`src/rtl/clint_pkg.sv`:
```
// Core-local interruptor shared definitions: register offsets, request struct,
// address decode and byte-lane merge helpers.
package clint_pkg;

  localparam logic [15:0] CLINT_MSIP        = 16'h0000;
  localparam logic [15:0] CLINT_MTIMECMP_LO = 16'h4000;
  localparam logic [15:0] CLINT_MTIMECMP_HI = 16'h4004;
  localparam logic [15:0] CLINT_MTIME_LO    = 16'hBFF8;
  localparam logic [15:0] CLINT_MTIME_HI    = 16'hBFFC;

  typedef enum logic [2:0] {
    SEL_NONE,
    SEL_MSIP,
    SEL_CMP_LO,
    SEL_CMP_HI,
    SEL_MT_LO,
    SEL_MT_HI
  } reg_sel_t;

  typedef struct packed {
    logic        valid;
    logic        write;
    logic [13:0] word;
    logic [31:0] wdata;
    logic [3:0]  wstrb;
  } bus_req_t;

  // Decode on the word address; byte offset bits are dropped by the caller.
  function automatic reg_sel_t decode(input logic [13:0] word);
    reg_sel_t sel;
    sel = SEL_NONE;
    if (word == CLINT_MSIP[15:2])        sel = SEL_MSIP;
    if (word == CLINT_MTIMECMP_LO[15:2]) sel = SEL_CMP_LO;
    if (word == CLINT_MTIMECMP_HI[15:2]) sel = SEL_CMP_HI;
    if (word == CLINT_MTIME_LO[15:2])    sel = SEL_MT_LO;
    if (word == CLINT_MTIME_HI[15:2])    sel = SEL_MT_HI;
    return sel;
  endfunction

  function automatic logic [31:0] merge_bytes(input logic [31:0] old_w,
                                              input logic [31:0] new_w,
                                              input logic [3:0]  strb);
    logic [31:0] res;
    res = old_w;
    for (int i = 0; i < 4; i++)
      if (strb[i]) res[8*i +: 8] = new_w[8*i +: 8];
    return res;
  endfunction

endpackage

```
`src/rtl/clint_tick_gen.sv`:
```
// mtime prescaler: counts 0..TICK_DIV-1 and pulses tick on the wrap cycle.
module clint_tick_gen #(
  parameter int unsigned TICK_DIV = 1
) (
  input  logic clock,
  input  logic reset,
  output logic tick
);

  localparam logic [15:0] LAST = 16'(TICK_DIV - 1);

  logic [15:0] cnt;

  // With TICK_DIV=1 the counter sits at 0 and tick is held high.
  assign tick = (cnt == LAST);

  always_ff @(posedge clock or posedge reset) begin
    if (reset)     cnt <= '0;
    else if (tick) cnt <= '0;
    else           cnt <= cnt + 16'd1;
  end

endmodule

```
`src/rtl/clint.sv`:
```
// Core-local interruptor: msip, 64-bit mtime/mtimecmp, timer and software
// interrupt requests behind a single-cycle-accept register bus.
module clint
  import clint_pkg::*;
#(
  parameter int unsigned TICK_DIV = 1
) (
  input  logic        clock,
  input  logic        reset,
  input  logic        bus_valid,
  input  logic        bus_write,
  input  logic [15:0] bus_addr,
  input  logic [31:0] bus_wdata,
  input  logic [3:0]  bus_wstrb,
  output logic        bus_ready,
  output logic        bus_rvalid,
  output logic [31:0] bus_rdata,
  output logic        timer_int,
  output logic        soft_int
);

  bus_req_t    req;
  reg_sel_t    sel;
  logic        wr, rd, tick;
  logic        msip;
  logic [63:0] mtime, mtime_nxt;
  logic [63:0] mtimecmp, cmp_nxt;
  logic [31:0] rd_word;
  logic        unused_addr_bits;

  assign req = '{valid: bus_valid, write: bus_write, word: bus_addr[15:2],
                 wdata: bus_wdata, wstrb: bus_wstrb};
  assign unused_addr_bits = ^bus_addr[1:0];

  assign sel = decode(req.word);
  assign wr  = req.valid & req.write;
  assign rd  = req.valid & ~req.write;

  assign bus_ready = ~reset;
  assign soft_int  = msip;

  clint_tick_gen #(.TICK_DIV(TICK_DIV)) u_tick (
    .clock (clock),
    .reset (reset),
    .tick  (tick)
  );

  // Any mtime write suppresses the tick for both words, so software can
  // load a value without racing the increment.
  always_comb begin
    mtime_nxt = mtime;
    cmp_nxt   = mtimecmp;
    if (wr && sel == SEL_MT_LO)
      mtime_nxt[31:0] = merge_bytes(mtime[31:0], req.wdata, req.wstrb);
    else if (wr && sel == SEL_MT_HI)
      mtime_nxt[63:32] = merge_bytes(mtime[63:32], req.wdata, req.wstrb);
    else if (tick)
      mtime_nxt = mtime + 64'd1;
    if (wr && sel == SEL_CMP_LO)
      cmp_nxt[31:0] = merge_bytes(mtimecmp[31:0], req.wdata, req.wstrb);
    if (wr && sel == SEL_CMP_HI)
      cmp_nxt[63:32] = merge_bytes(mtimecmp[63:32], req.wdata, req.wstrb);
  end

  always_comb begin
    rd_word = '0;
    case (sel)
      SEL_MSIP:   rd_word = {31'd0, msip};
      SEL_CMP_LO: rd_word = mtimecmp[31:0];
      SEL_CMP_HI: rd_word = mtimecmp[63:32];
      SEL_MT_LO:  rd_word = mtime[31:0];
      SEL_MT_HI:  rd_word = mtime[63:32];
      default:    rd_word = '0;
    endcase
  end

  always_ff @(posedge clock or posedge reset) begin
    if (reset) begin
      mtime      <= '0;
      mtimecmp   <= '1;
      msip       <= 1'b0;
      timer_int  <= 1'b0;
      bus_rvalid <= 1'b0;
      bus_rdata  <= '0;
    end else begin
      mtime      <= mtime_nxt;
      mtimecmp   <= cmp_nxt;
      if (wr && sel == SEL_MSIP && req.wstrb[0]) msip <= req.wdata[0];
      timer_int  <= (mtime >= mtimecmp);
      bus_rvalid <= rd;
      if (rd) bus_rdata <= rd_word;
    end
  end

endmodule
```
`config.mk`:
```
export PLATFORM = sky130hd
export DESIGN_NAME = clint
export DESIGN_NICKNAME = d
export VERILOG_FILES = /design/src/rtl/clint_pkg.sv /design/src/rtl/clint_tick_gen.sv /design/src/rtl/clint.sv
export SDC_FILE = /design/constraint.sdc
export NUM_CORES = 1
export LEC_CHECK = 0
export BUFFER_PORTS_ARGS = -buffer_cell sky130_fd_sc_hd__buf_2
export CELL_PAD_IN_SITES_DETAIL_PLACEMENT = 1
export CELL_PAD_IN_SITES_GLOBAL_PLACEMENT = 1
export CORE_MARGIN = 8
export CORE_UTILIZATION = 47
export DETAILED_ROUTE_END_ITERATION = 16
export GPL_ROUTABILITY_DRIVEN = 0
export GPL_TIMING_DRIVEN = 0
export PLACE_DENSITY = 0.77
export SYNTH_ARGS = -nofsm -noshare
export SYNTH_HDL_FRONTEND = slang
export SYNTH_SLANG_ARGS = --single-unit
```
`constraint.sdc`:
```
create_clock -name clock -period 7 [get_ports clock]
set_clock_uncertainty 0.15 [all_clocks]
set_input_delay 0.35 -clock clock [delete_from_list [all_inputs] [get_ports clock]]
set_output_delay 0.35 -clock clock [all_outputs]
set_load 0.1 [all_outputs]
```
**After elaboration in Yosys (flattened, before gate mapping)**

Cells that the tools add are included.
W data, S select, Z words.

- Bits in registers: 179
- Output and inout port bits: 36
- Logic and storage cells: 88

- Add/subtract/negate cells: 2
- Order comparisons: 1
- Equality and inequality tests: 18
- Mux-type cells: 15
- Bitwise gates (word level): 5
- Reductions and logical operators: 26

Operator list:

| kind | count |
|---|---|
| $pmux W32 S5 | 1 |
| $mux W32 | 3 |
| $add A64 B1 Y64 const B | 1 |
| $ge A64 B64 Y1 | 1 |
| $mux W64 | 1 |
| $mux W8 | 4 |
| $eq A14 B13 Y1 const B | 2 |
| $eq A14 B14 Y1 const B | 2 |
| $reduce_and A3 Y1 | 8 |
| $ne A2 B2 Y1 const B | 9 |
| $add A16 B1 Y16 const B | 1 |
| $logic_not A16 Y1 | 1 |
| $mux W16 | 1 |
| $reduce_and A2 Y1 | 8 |
| $logic_not A14 Y1 | 1 |
| $mux W3 | 4 |
| $eq A3 B2 Y1 const B | 2 |
| $eq A3 B3 Y1 const B | 2 |
| $logic_and A1 B1 Y1 | 6 |
| $reduce_bool A2 Y1 | 2 |
| $eq A3 B1 Y1 const B | 1 |
| $not A1 Y1 | 3 |
| $and A1 B1 Y1 | 2 |
| $mux W1 | 1 |

**Logic depth before layout (Yosys ltp)**

Gate-level depths: netlist of run 1.

- Word-level depth: 10
- Depth in mapped cells: 9
- Mapped depth without buffers: 8

**By module**

A second synthesis of run 1 with hierarchy kept.

- Cells, all modules: 1174
- Area, all modules: 11183.2 µm²

Modules (own cells, without submodules):

| module | instances | cells each | area each (µm²) | sequential area each (µm²) |
|---|---|---|---|---|
| clint | 1 | 1104 | 10388.7 | 4159.0 |
| clint_tick_gen | 1 | 70 | 794.5 | 400.4 |

**Worst setup path before layout of run 1**

No wires, ideal clock.

- Path kind: input -> output
- Start: input reset
- End: output bus_ready
- Data arrival time: 4.514 ns
- Required time: 6.500 ns
- Path slack: 1.986 ns
- Cell stages on the path: 1
- Buffers on the path: 0
- Cells stage by stage: inv_1

- Cells in the longest elaborated chain, start to end: 1

RTL lines:

| what | line | source |
|---|---|---|
| from (decl) | clint.sv:9 | `input logic reset,` |
| $not A1 Y1 | clint.sv:39 | `assign bus_ready = ~reset;` |
| to (decl) | clint.sv:15 | `output logic bus_ready,` |

Every way passes these cells.

**Final worst setup path of run 1**

- Start: register mtime[1]
- End: register mtime[30]

- Cells in the longest elaborated chain, start to end: 4

RTL lines:

| what | line | source |
|---|---|---|
| from (decl) | clint.sv:26 | `logic [63:0] mtime, mtime_nxt;` |
| from (signal assigned) | clint.sv:86 | `mtime <= mtime_nxt;` |
| $add A64 B1 Y64 | clint.sv:58 | `mtime_nxt = mtime + 64'd1;` |
| $mux W64 | clint.sv:57 | `else if (tick)` |
| $mux W32 | clint.sv:55 | `else if (wr && sel == SEL_MT_HI)` |
| $mux W32 | clint.sv:53 | `if (wr && sel == SEL_MT_LO)` |

Every way passes these cells. The select of a mux whose other input is x is not followed.
A chain may end at the register's enable or synchronous reset.

==> results of run 1 <==
sequential cells by signal, summed over array words and instances (netlist names):
signal      flops
u_tick.cnt     16
timer_int       1
mtime          64
bus_rdata      32
soft_int        1
bus_rvalid      1
mtimecmp       64
final cells by class:
type / count / area (sq um)
buffer: 64 / 331.6
clock buffer: 20 / 436.7
clock inverter: 11 / 177.7
fill: 2888 / 11180
inverter: 75 / 289.0
multi-input combinational: 921 / 6172
sequential: 179 / 4559
tap: 324 / 405.4
timing repair buffer: 90 / 478.0
worst reg2reg max path: stages, from the launching register on:
cell and delay, ns:
dfrtp_1 0.49, ha_1 0.26, nand3_1 0.30, nor3_2 0.51
clkbuf_1 0.50, nand3_1 0.33, nor3_1 0.37, nand3b_1 0.16
nand3_1 0.07
logic make-up (layout without fill, tap and decap cells):
logic type | Yosys count | in the layout
flops | 179 | 179
fa+ha+maj | 67 | 67
xor+xnor | 14 | 14
simple gates | 381 | 381
compound gates | 391 | 391
buf+inv | 139 | 260
mux | 68 | 68
power groups by stage:
stage,combinational (mW),clock (mW),sequential [mW]
after floorplan,0.109,0,1.25
after global placement,0.328,0,1.12
after detailed placement,0.337,0,1.12
after CTS,0.340,1.05,1.11
after global routing,0.362,1.09,1.11
final,0.339,1.04,1.11
placed cells by master (no fill, tap or decap), types with 14 or more instances in the layout:
cell type and instances:
o21ai_0 141, nand2_1 118, dfrtp_1 115, buf_2 99
a21oi_1 89, nor2_1 83, inv_1 73, ha_1 67
dfstp_2 64, nand3_1 45, clkbuf_1 45, mux2_2 36
a221oi_1 33, mux2i_1 32, nand4_1 27, and3_1 23
o22ai_1 19, clkbuf_16 17, a21oi_2 16, nor3_1 14
routing by layer:
metal,vias to the layer above,part of all wire (%),track usage (%)
li1,4787,-,-
met1,5437,43,36.76
met2,333,48,47.03
met3,79,5.4,4.292
met4,0,3.6,11.30
met5,-,0,0
through the flow:
stage,power [mW],util (%),instances,hold slack (ns)
after floorplan,1.355,-,1239,0.2968
after global placement,1.451,50.72,1651,0.3215
after detailed placement,1.461,50.87,1652,0.3423
after CTS,2.499,53.46,1684,0.01332
after global routing,2.564,53.46,1684,0.02615
final,2.488,53.46,1684,0.01556
final timing paths:
path	from	end	slack [ns]
min in group asynchronous	reset	u_tick.cnt[13]	0.42
min reg2reg	u_tick.cnt[4]	u_tick.cnt[4]	0.35
min	bus_wdata[10]	mtimecmp[10]	0.02
max reg2reg	mtime[1]	mtime[30]	3.77
max	mtime[1]	mtime[30]	3.77
max in group asynchronous	reset	mtimecmp[45]	5.36
==> impl_metrics.yaml, run 1 <==
die:
  die_area_sq_um: 29360
  rows: 57
  core_area_sq_um: 24030
  start_util_pct: 47.20
  die_width_microns: 171.4
  die_y_microns: 171.4
  ioPinCount: 92
synthesis:
  postSynth.asyncResetShare_pct: 100.0
  synth.mux.area_fraction_pct: 6.397
  synth_edf_count: 0
  synth_nets: 1362
  synthDominantCellAreaShare_pct: 25.37
  synthAdderAreaFrac_pct: 7.389
  synth_cells: 1239
  synth_seq_cells: 179
  avgSynthCellArea_sq_um: 9.156
  synth_xor_area_share_pct: 1.081
  synth_area_sq_um: 11340
  ys.flop_type: "dfrtp_1"
  synth_compound_area_share_pct: 21.77
  synth_largest_area_cell: "dfrtp_1"
  synth_top_family_by_area: "compound AO/OA/AOI/OAI gates"
  yosysMostFrequentCell: "o21ai_0"
  ys_warn_count: 0
  synth.distinct_cells: 74
  yosys-top-cells-area: "dfrtp_1, dfstp_2, ha_1"
  synthTopCellsByCount: "o21ai_0, nand2_1, dfrtp_1"
  seq_area_frac_synth_pct: 40.19
  synthSimpleGateAreaFrac_pct: 17.77
power:
  power.internal_mw: 1.744
  power_frac_seq_pct: 44.5
  leakage_nw: 5.865
  combPwrFrac_pct: 13.6
  p_switching_mw: 0.7438
  ir_drop_mv: 0.1079
  clockPowerShare_pct: 41.9
  switching_share_pct: 29.90
  power_density_nw_per_um2: 193.6
route:
  via_per_inst: 6.316
  drt_wl_total_microns: 40910
  drtPass1Iterations: 5
  drtIter0Drc: 918
  num_vias: 10640
  routedWlPerCell_microns: 24.29
  drc: 0
  drtAntennaViolNets: 0
cts:
  htreeDepth: 4
  cts_tree: "done"
  post-cts-setup-buffers: 0
  ctsResizeCount: 0
  root_buffer: "clkbuf_16"
  clockBufferDepth: 2
  cts_hold_buf: 1
  cts_buffers: 17
  clock_sinks: 179
  clk_pin_slew_ns: 0.07
  clk_latency_ns: 0.43
placement:
  placed_area_sq_um: 12230
  hpwl_microns: 30430
  portBuffers: 88
  dp_slack_ns: 3.748
cells_and_area:
  design_area_sq_um: 12850
  diodes: 0
  drive_above_1_share_pct: 21.40
  fin_nets: 1471
  area_delta_synth_final_pct: 13.27
setup_path:
  cp_max_fo: 10
  start_kind: "flip-flop"
  cp_slowest_cell: "nor3_2"
  crit_buf_inv: 1
  path_cells: "ha_1, nand3_1, nor3_2, clkbuf_1, nand3_1, nor3_1, nand3b_1, nand3_1"
  crit_top_cell: "nand3_1"
  slowest_delay_ns: 0.51
  worstSetupPathType: "reg -> reg"
  end_kind: "flip-flop"
  r2r_cells: 8
  critical_path.top_delay_family: "simple AND/OR/NAND/NOR gates"
  cp.arrival_ns: 3.39
  cp.required_ns: 7.16
  crit_cells: 8
run:
  drv_cap: 0
sta:
  rsz0062_at_grt: "no"
  setup-tns-final_ns: 0
  finalHoldViolCount: 0
  relSlewSlack_pct: 14.10
  maxSlewViolCount: 0
  max_freq_mhz: 309.2
  setup_ws_ns: 3.766
  final-setup-viol-count: 0
  layout_min_cycle_time_ns: 3.234
  tightest_slew_ns: 1.278
  fin_crit_sh_pct: 46.20
global_route:
  gr-total-overflow: 0
  grt_first_pass_wirelength_microns: 64240
  grt_usage_pct: 28.36
  antenna_found_initial: 0
  grt_pass1_vias: 11260
  grt_max_degree: 96
min_path:
  hold_depth: 3
  hold_class: "in -> reg"
outcome:
  status: "completed"
Power figures use the tool's default switching activity.
==> run 2: changes to the inputs <==
Clock period 7 ns to 3.1 ns, I/O delays scaled along.
==> run 2 against run 1 <==
Net effect:
- combinational power grew 140%
- critical path depth stayed put
- first-iteration DRC count shrank 15%
- critical path type unchanged
- highest routed layer unchanged
==> impl_metrics.yaml, run 2 (synthesis results as in run 1) <==
cells_and_area:
  final_common_cell: "o21ai_0"
  top_regs: "mtime: 64 flops, mtimecmp: 64 flops, bus_rdata: 32 flops"
  final_cell_mix: "o21ai_0, nand2_1, dfrtp_1, buf_2, a21oi_1"
  diodes: 0
  fin_nets: 1511
  area_delta_synth_final_pct: 16.40
  drive_above_1_share_pct: 21.48
cts:
  clk_pin_slew_ns: 0.07
  cts_tree: "done"
  clk_latency_ns: 0.44
  root_buffer: "clkbuf_16"
  clock_sinks: 179
  htreeDepth: 4
  clockBufferDepth: 2
  cts_buffers: 17
die:
  die_width_microns: 171.4
  ioPinCount: 92
  die_y_microns: 171.4
  start_util_pct: 47.20
  rows: 57
  core_area_sq_um: 24030
  die_area_sq_um: 29360
setup_path:
  r2r_start: "mtime[1]"
  crit_top_cell: "nand3_1"
  start_kind: "flip-flop"
  path_cells: "ha_1, nand3_1, nor3_4, and4_1, buf_2, nand3_1, o32ai_1, a21oi_1"
  crit_buf_inv: 1
  slowest_delay_ns: 0.48
  cp_slowest_cell: "dfrtp_1"
  cp_max_fo: 10
  reg2reg_to: "mtime[60]"
  critical_path.top_delay_family: "simple AND/OR/NAND/NOR gates"
  r2r_cells: 8
  cp.arrival_ns: 3.20
  worstSetupPathType: "reg -> reg"
  end_kind: "flip-flop"
  cp.required_ns: 3.26
  worst-r2r-setup-slack_ns: 0.06
route:
  routedWlPerCell_microns: 23.81
  drt_wl_total_microns: 41070
  via_per_inst: 6.249
  drtIter0Drc: 778
  drtPass1Iterations: 5
  num_vias: 10780
  drc: 0
  drtAntennaViolNets: 0
placement:
  hpwl_microns: 30720
  portBuffers: 88
sta:
  max_freq_mhz: 328.7
  maxSlewViolCount: 0
  tightest_slew_ns: 1.177
  hold_ws_ns: 0.01733
  relSlewSlack_pct: 20.88
  rsz0062_at_grt: "no"
  fin_crit_sh_pct: 98.13
  finalHoldViolCount: 0
  layout_min_cycle_time_ns: 3.042
  final-setup-viol-count: 0
global_route:
  grt_max_degree: 42
  gr-total-overflow: 0
  grt_first_pass_wirelength_microns: 64820
  grt_pass1_vias: 11440
  antenna_found_initial: 0
  grt_usage_pct: 28.69
power:
  ir_drop_mv: 0.2462
  leakage_nw: 6.039
  power_density_nw_per_um2: 407.8
  total_power_mw: 5.385
min_path:
  hold_class: "in -> async"
outcome:
  status: "completed"
run:
  drv_cap: 0
## run 2: layer usage
layer	track usage (%)	share of wire (%)	wire (microns)
met1	36.91	43	17790
met5	0	0	0
met4	12.21	3.5	1425
met3	4.567	5.4	2235
met2	47.38	48	19610
## run 2: where the power goes
part	leakage, nW	total (mW)	switching [mW]	internal [mW]
logic	3.58	0.806	0.605	0.201
clock network	0.252	2.08	1.04	1.04
registers	2.21	2.50	0.0835	2.41
## run 2: worst max-delay path by stage
stage                  startpoint           end  slack (ns)  cells after the start
detailed placement    bus_addr[6]  mtimecmp[57]        0.02                      6
global route             mtime[1]     mtime[60]        0.01                      8
global placement            reset     bus_ready       -1.97                      3
CTS                 u_tick.cnt[0]     mtime[62]       0.003                      9
finish                   mtime[1]     mtime[60]        0.06                      8
floorplan                   reset  bus_rdata[0]        0.17                      1
## run 2: tightest hold or removal path, cell delays in order
cell           delay [ns]
dlygate4sd3_1        0.53
buf_2                0.13
clkinvlp_4           0.15
## run 2: timing repair
item	4_1_cts	5_1_grt
gates resized for setup	0	5
hold buffers	33	0
endpoints found under the hold margin	149	0
endpoints found under the setup margin	0	18
setup buffers	0	4
## run 2: final cells by class
class,instances,area (sq um)
multi-input cells,921,6187
clock buffers,20,436.7
inverters,75,285.3
well taps,324,405.4
clock inverters,12,97.59
plain buffers,64,332.8
fillers,2840,10830
flip-flops and latches,179,4559
repair buffers,130,900.9
## run 2: stage by stage
step	setup WS, ns	utilization (%)	std cells	TNS [ns]	area (sq um)
2_1_floorplan	0.1675	-	1239	0	11350
3_5_place_dp	0.02209	51.15	1656	0	12290
3_3_place_gp	-1.965	50.74	1651	-87.26	12190
6_report	0.05791	54.94	1725	0	13210
4_1_cts	0.002975	54.75	1721	0	13160
5_1_grt	0.01154	54.94	1725	0	13210
==> run 3: changes to the inputs <==
Settings changed: CORE_ASPECT_RATIO from default to 0.9.
==> run 3 against run 2 <==
Net effect:
- fmax grew 0.78%
- cell count shrank 0.99%
- via count grew 0.31%
- critical path depth is the same
- combinational power grew 0.5%
- non-clock buffer count shrank 1
- cell area grew 0.23%
- register-to-register slack gained 0.02 ns
- total power grew 3.7%
- sequential share of layout area shrank 0.078 points
- routed wire length grew 0.66%
- count of clock-buffer cells in the layout shrank 2
==> impl_metrics.yaml, run 3 (synthesis results as in run 1) <==
sta:
  max_freq_mhz: 331.3
  maxSlewViolCount: 0
  finalHoldViolCount: 0
  hold_ws_ns: 0.008505
  fin_crit_sh_pct: 97.37
  rsz0062_at_grt: "no"
  relSlewSlack_pct: 22.97
  tightest_slew_ns: 1.146
  final-setup-viol-count: 0
  layout_min_cycle_time_ns: 3.019
setup_path:
  end_kind: "flip-flop"
  r2r_start: "mtime[1]"
  cp_slowest_cell: "dfrtp_1"
  reg2reg_to: "mtime[60]"
  crit_top_cell: "nand3_1"
  path_cells: "ha_1, nand3_1, nor3_4, and4_1, buf_2, nand3_1, o32ai_1, a21oi_1"
  worstSetupPathType: "reg -> reg"
  cp.required_ns: 3.27
  cp.arrival_ns: 3.19
  cp_max_fo: 10
  slowest_delay_ns: 0.49
  r2r_cells: 8
  start_kind: "flip-flop"
  worst-r2r-setup-slack_ns: 0.08
cells_and_area:
  final_cell_mix: "o21ai_0, nand2_1, dfrtp_1, buf_2, a21oi_1"
  top_regs: "mtime: 64 flops, mtimecmp: 64 flops, bus_rdata: 32 flops"
  fin_nets: 1510
  final_common_cell: "o21ai_0"
  diodes: 0
  post-route-util_pct: 55.18
  area_delta_synth_final_pct: 16.66
  final_cells: 1708
  drive_above_1_share_pct: 21.57
route:
  drt_wl_total_microns: 41340
  wl_met3_microns: 2520
  wirelength_met1_microns: 18260
  drtPass1Iterations: 5
  drc: 0
  drtAntennaViolNets: 0
  num_vias: 10810
  via_per_inst: 6.331
  drtIter0Drc: 895
  wl_met2_microns: 19390
  maxUsedRoutingLayer: "met4"
  routedWlPerCell_microns: 24.20
global_route:
  grt_first_pass_wirelength_microns: 65580
  grt_usage_pct: 28.36
  grt_max_degree: 38
  gr-total-overflow: 0
  grt_pass1_vias: 11350
  antenna_found_initial: 0
min_path:
  hold_depth: 3
  hold_path_end: "soft_int"
  hold_class: "in -> reg"
  hp-start: "bus_addr[14]"
cts:
  cts_tree: "done"
  htreeDepth: 4
  root_buffer: "clkbuf_16"
  clock_sinks: 179
  clk_pin_slew_ns: 0.08
  clockBufferDepth: 2
  cts_buffers: 17
  clk_latency_ns: 0.45
die:
  rows: 54
  die_area_sq_um: 29370
  die_width_microns: 179.8
  core_area_sq_um: 23990
  start_util_pct: 47.30
  die_y_microns: 163.4
  ioPinCount: 92
run:
  drv_cap: 0
placement:
  hpwl_microns: 30250
  portBuffers: 88
  dp_cells: 1640
outcome:
  status: "completed"
power:
  leakage_nw: 6.069
  power_density_nw_per_um2: 422.0
  ir_drop_mv: 0.3358
[run 3: changes by cell type in the layout (fill, tap and decap cells not counted), sizes merged]
cell / change
inv: +5
clkinvlp: -3
buf: -2
clkbuf: -2
bufinv: +1
clkinv: -1
dlygate4sd3: +1
[run 3: what timing repair did]
| item | in CTS | in global routing |
|---|---|---|
| buffers inserted | 0 | 2 |
| endpoints found under the setup margin | 4 | 9 |
| resized for setup | 1 | 4 |
| hold buffers | 34 | 0 |
| hold endpoints to repair | 139 | 0 |
| pin swaps | 0 | 0 |
[run 3: how the worst max path moves through the flow]
| stage | end | cells past startpoint | slack (ns) | start |
|---|---|---|---|---|
| final | mtime[60] | 8 | 0.08 | mtime[1] |
| after global routing | mtime[60] | 8 | 0.008 | mtime[1] |
| after CTS | mtime[30] | 8 | 0.009 | mtime[1] |
| after detailed placement | mtime[62] | 9 | 0.02 | u_tick.cnt[0] |
| after global placement | bus_ready | 3 | -1.99 | reset |
| after floorplan | bus_rdata[0] | 1 | 0.17 | reset |
[run 3: power breakdown]
part           internal [mW]  switching, mW
combinational          0.202          0.608
sequential              2.41         0.0827
clock                   1.15           1.13
total                   3.77           1.82
[run 3: per-stage QoR]
| stage | total power, mW | cell area (sq um) | setup WS (ns) | setup TNS (ns) |
|---|---|---|---|---|
| after floorplan | 3.060 | 11350 | 0.1675 | 0 |
| final | 5.585 | 13240 | 0.08142 | 0 |
| after global placement | 3.278 | 12170 | -1.988 | -87.27 |
| after detailed placement | 3.308 | 12270 | 0.01921 | 0 |
| after global routing | 5.745 | 13240 | 0.008469 | 0 |
| after CTS | 5.600 | 13210 | 0.008984 | 0 |
[run 3: metal layers]
metal	track usage, %	up-vias
met4	9.992	0
met3	4.203	75
met5	0	-
li1	-	4875
met1	37.81	5496
met2	46.69	367
[run 3: area by class of cell]
class / count / area [sq um]
buffer: 64 / 332.8
fill: 2798 / 10750
sequential: 179 / 4559
multi-input combinational: 921 / 6192
clock buffer: 18 / 429.2
clock inverter: 14 / 155.1
timing repair buffer: 129 / 895.9
tap: 308 / 385.4
inverter: 75 / 285.3
[run 3: critical path, delay by kind of cell (launching register included)]
| family | cells | cell delay (ns) |
|---|---|---|
| adder cells (fa/ha/maj) | 1 | 0.25 |
| AND/OR/NAND/NOR | 4 | 1.26 |
| AO/OA/AOI/OAI | 2 | 0.44 |
| buffers and inverters | 1 | 0.28 |
| flip-flops | 1 | 0.49 |
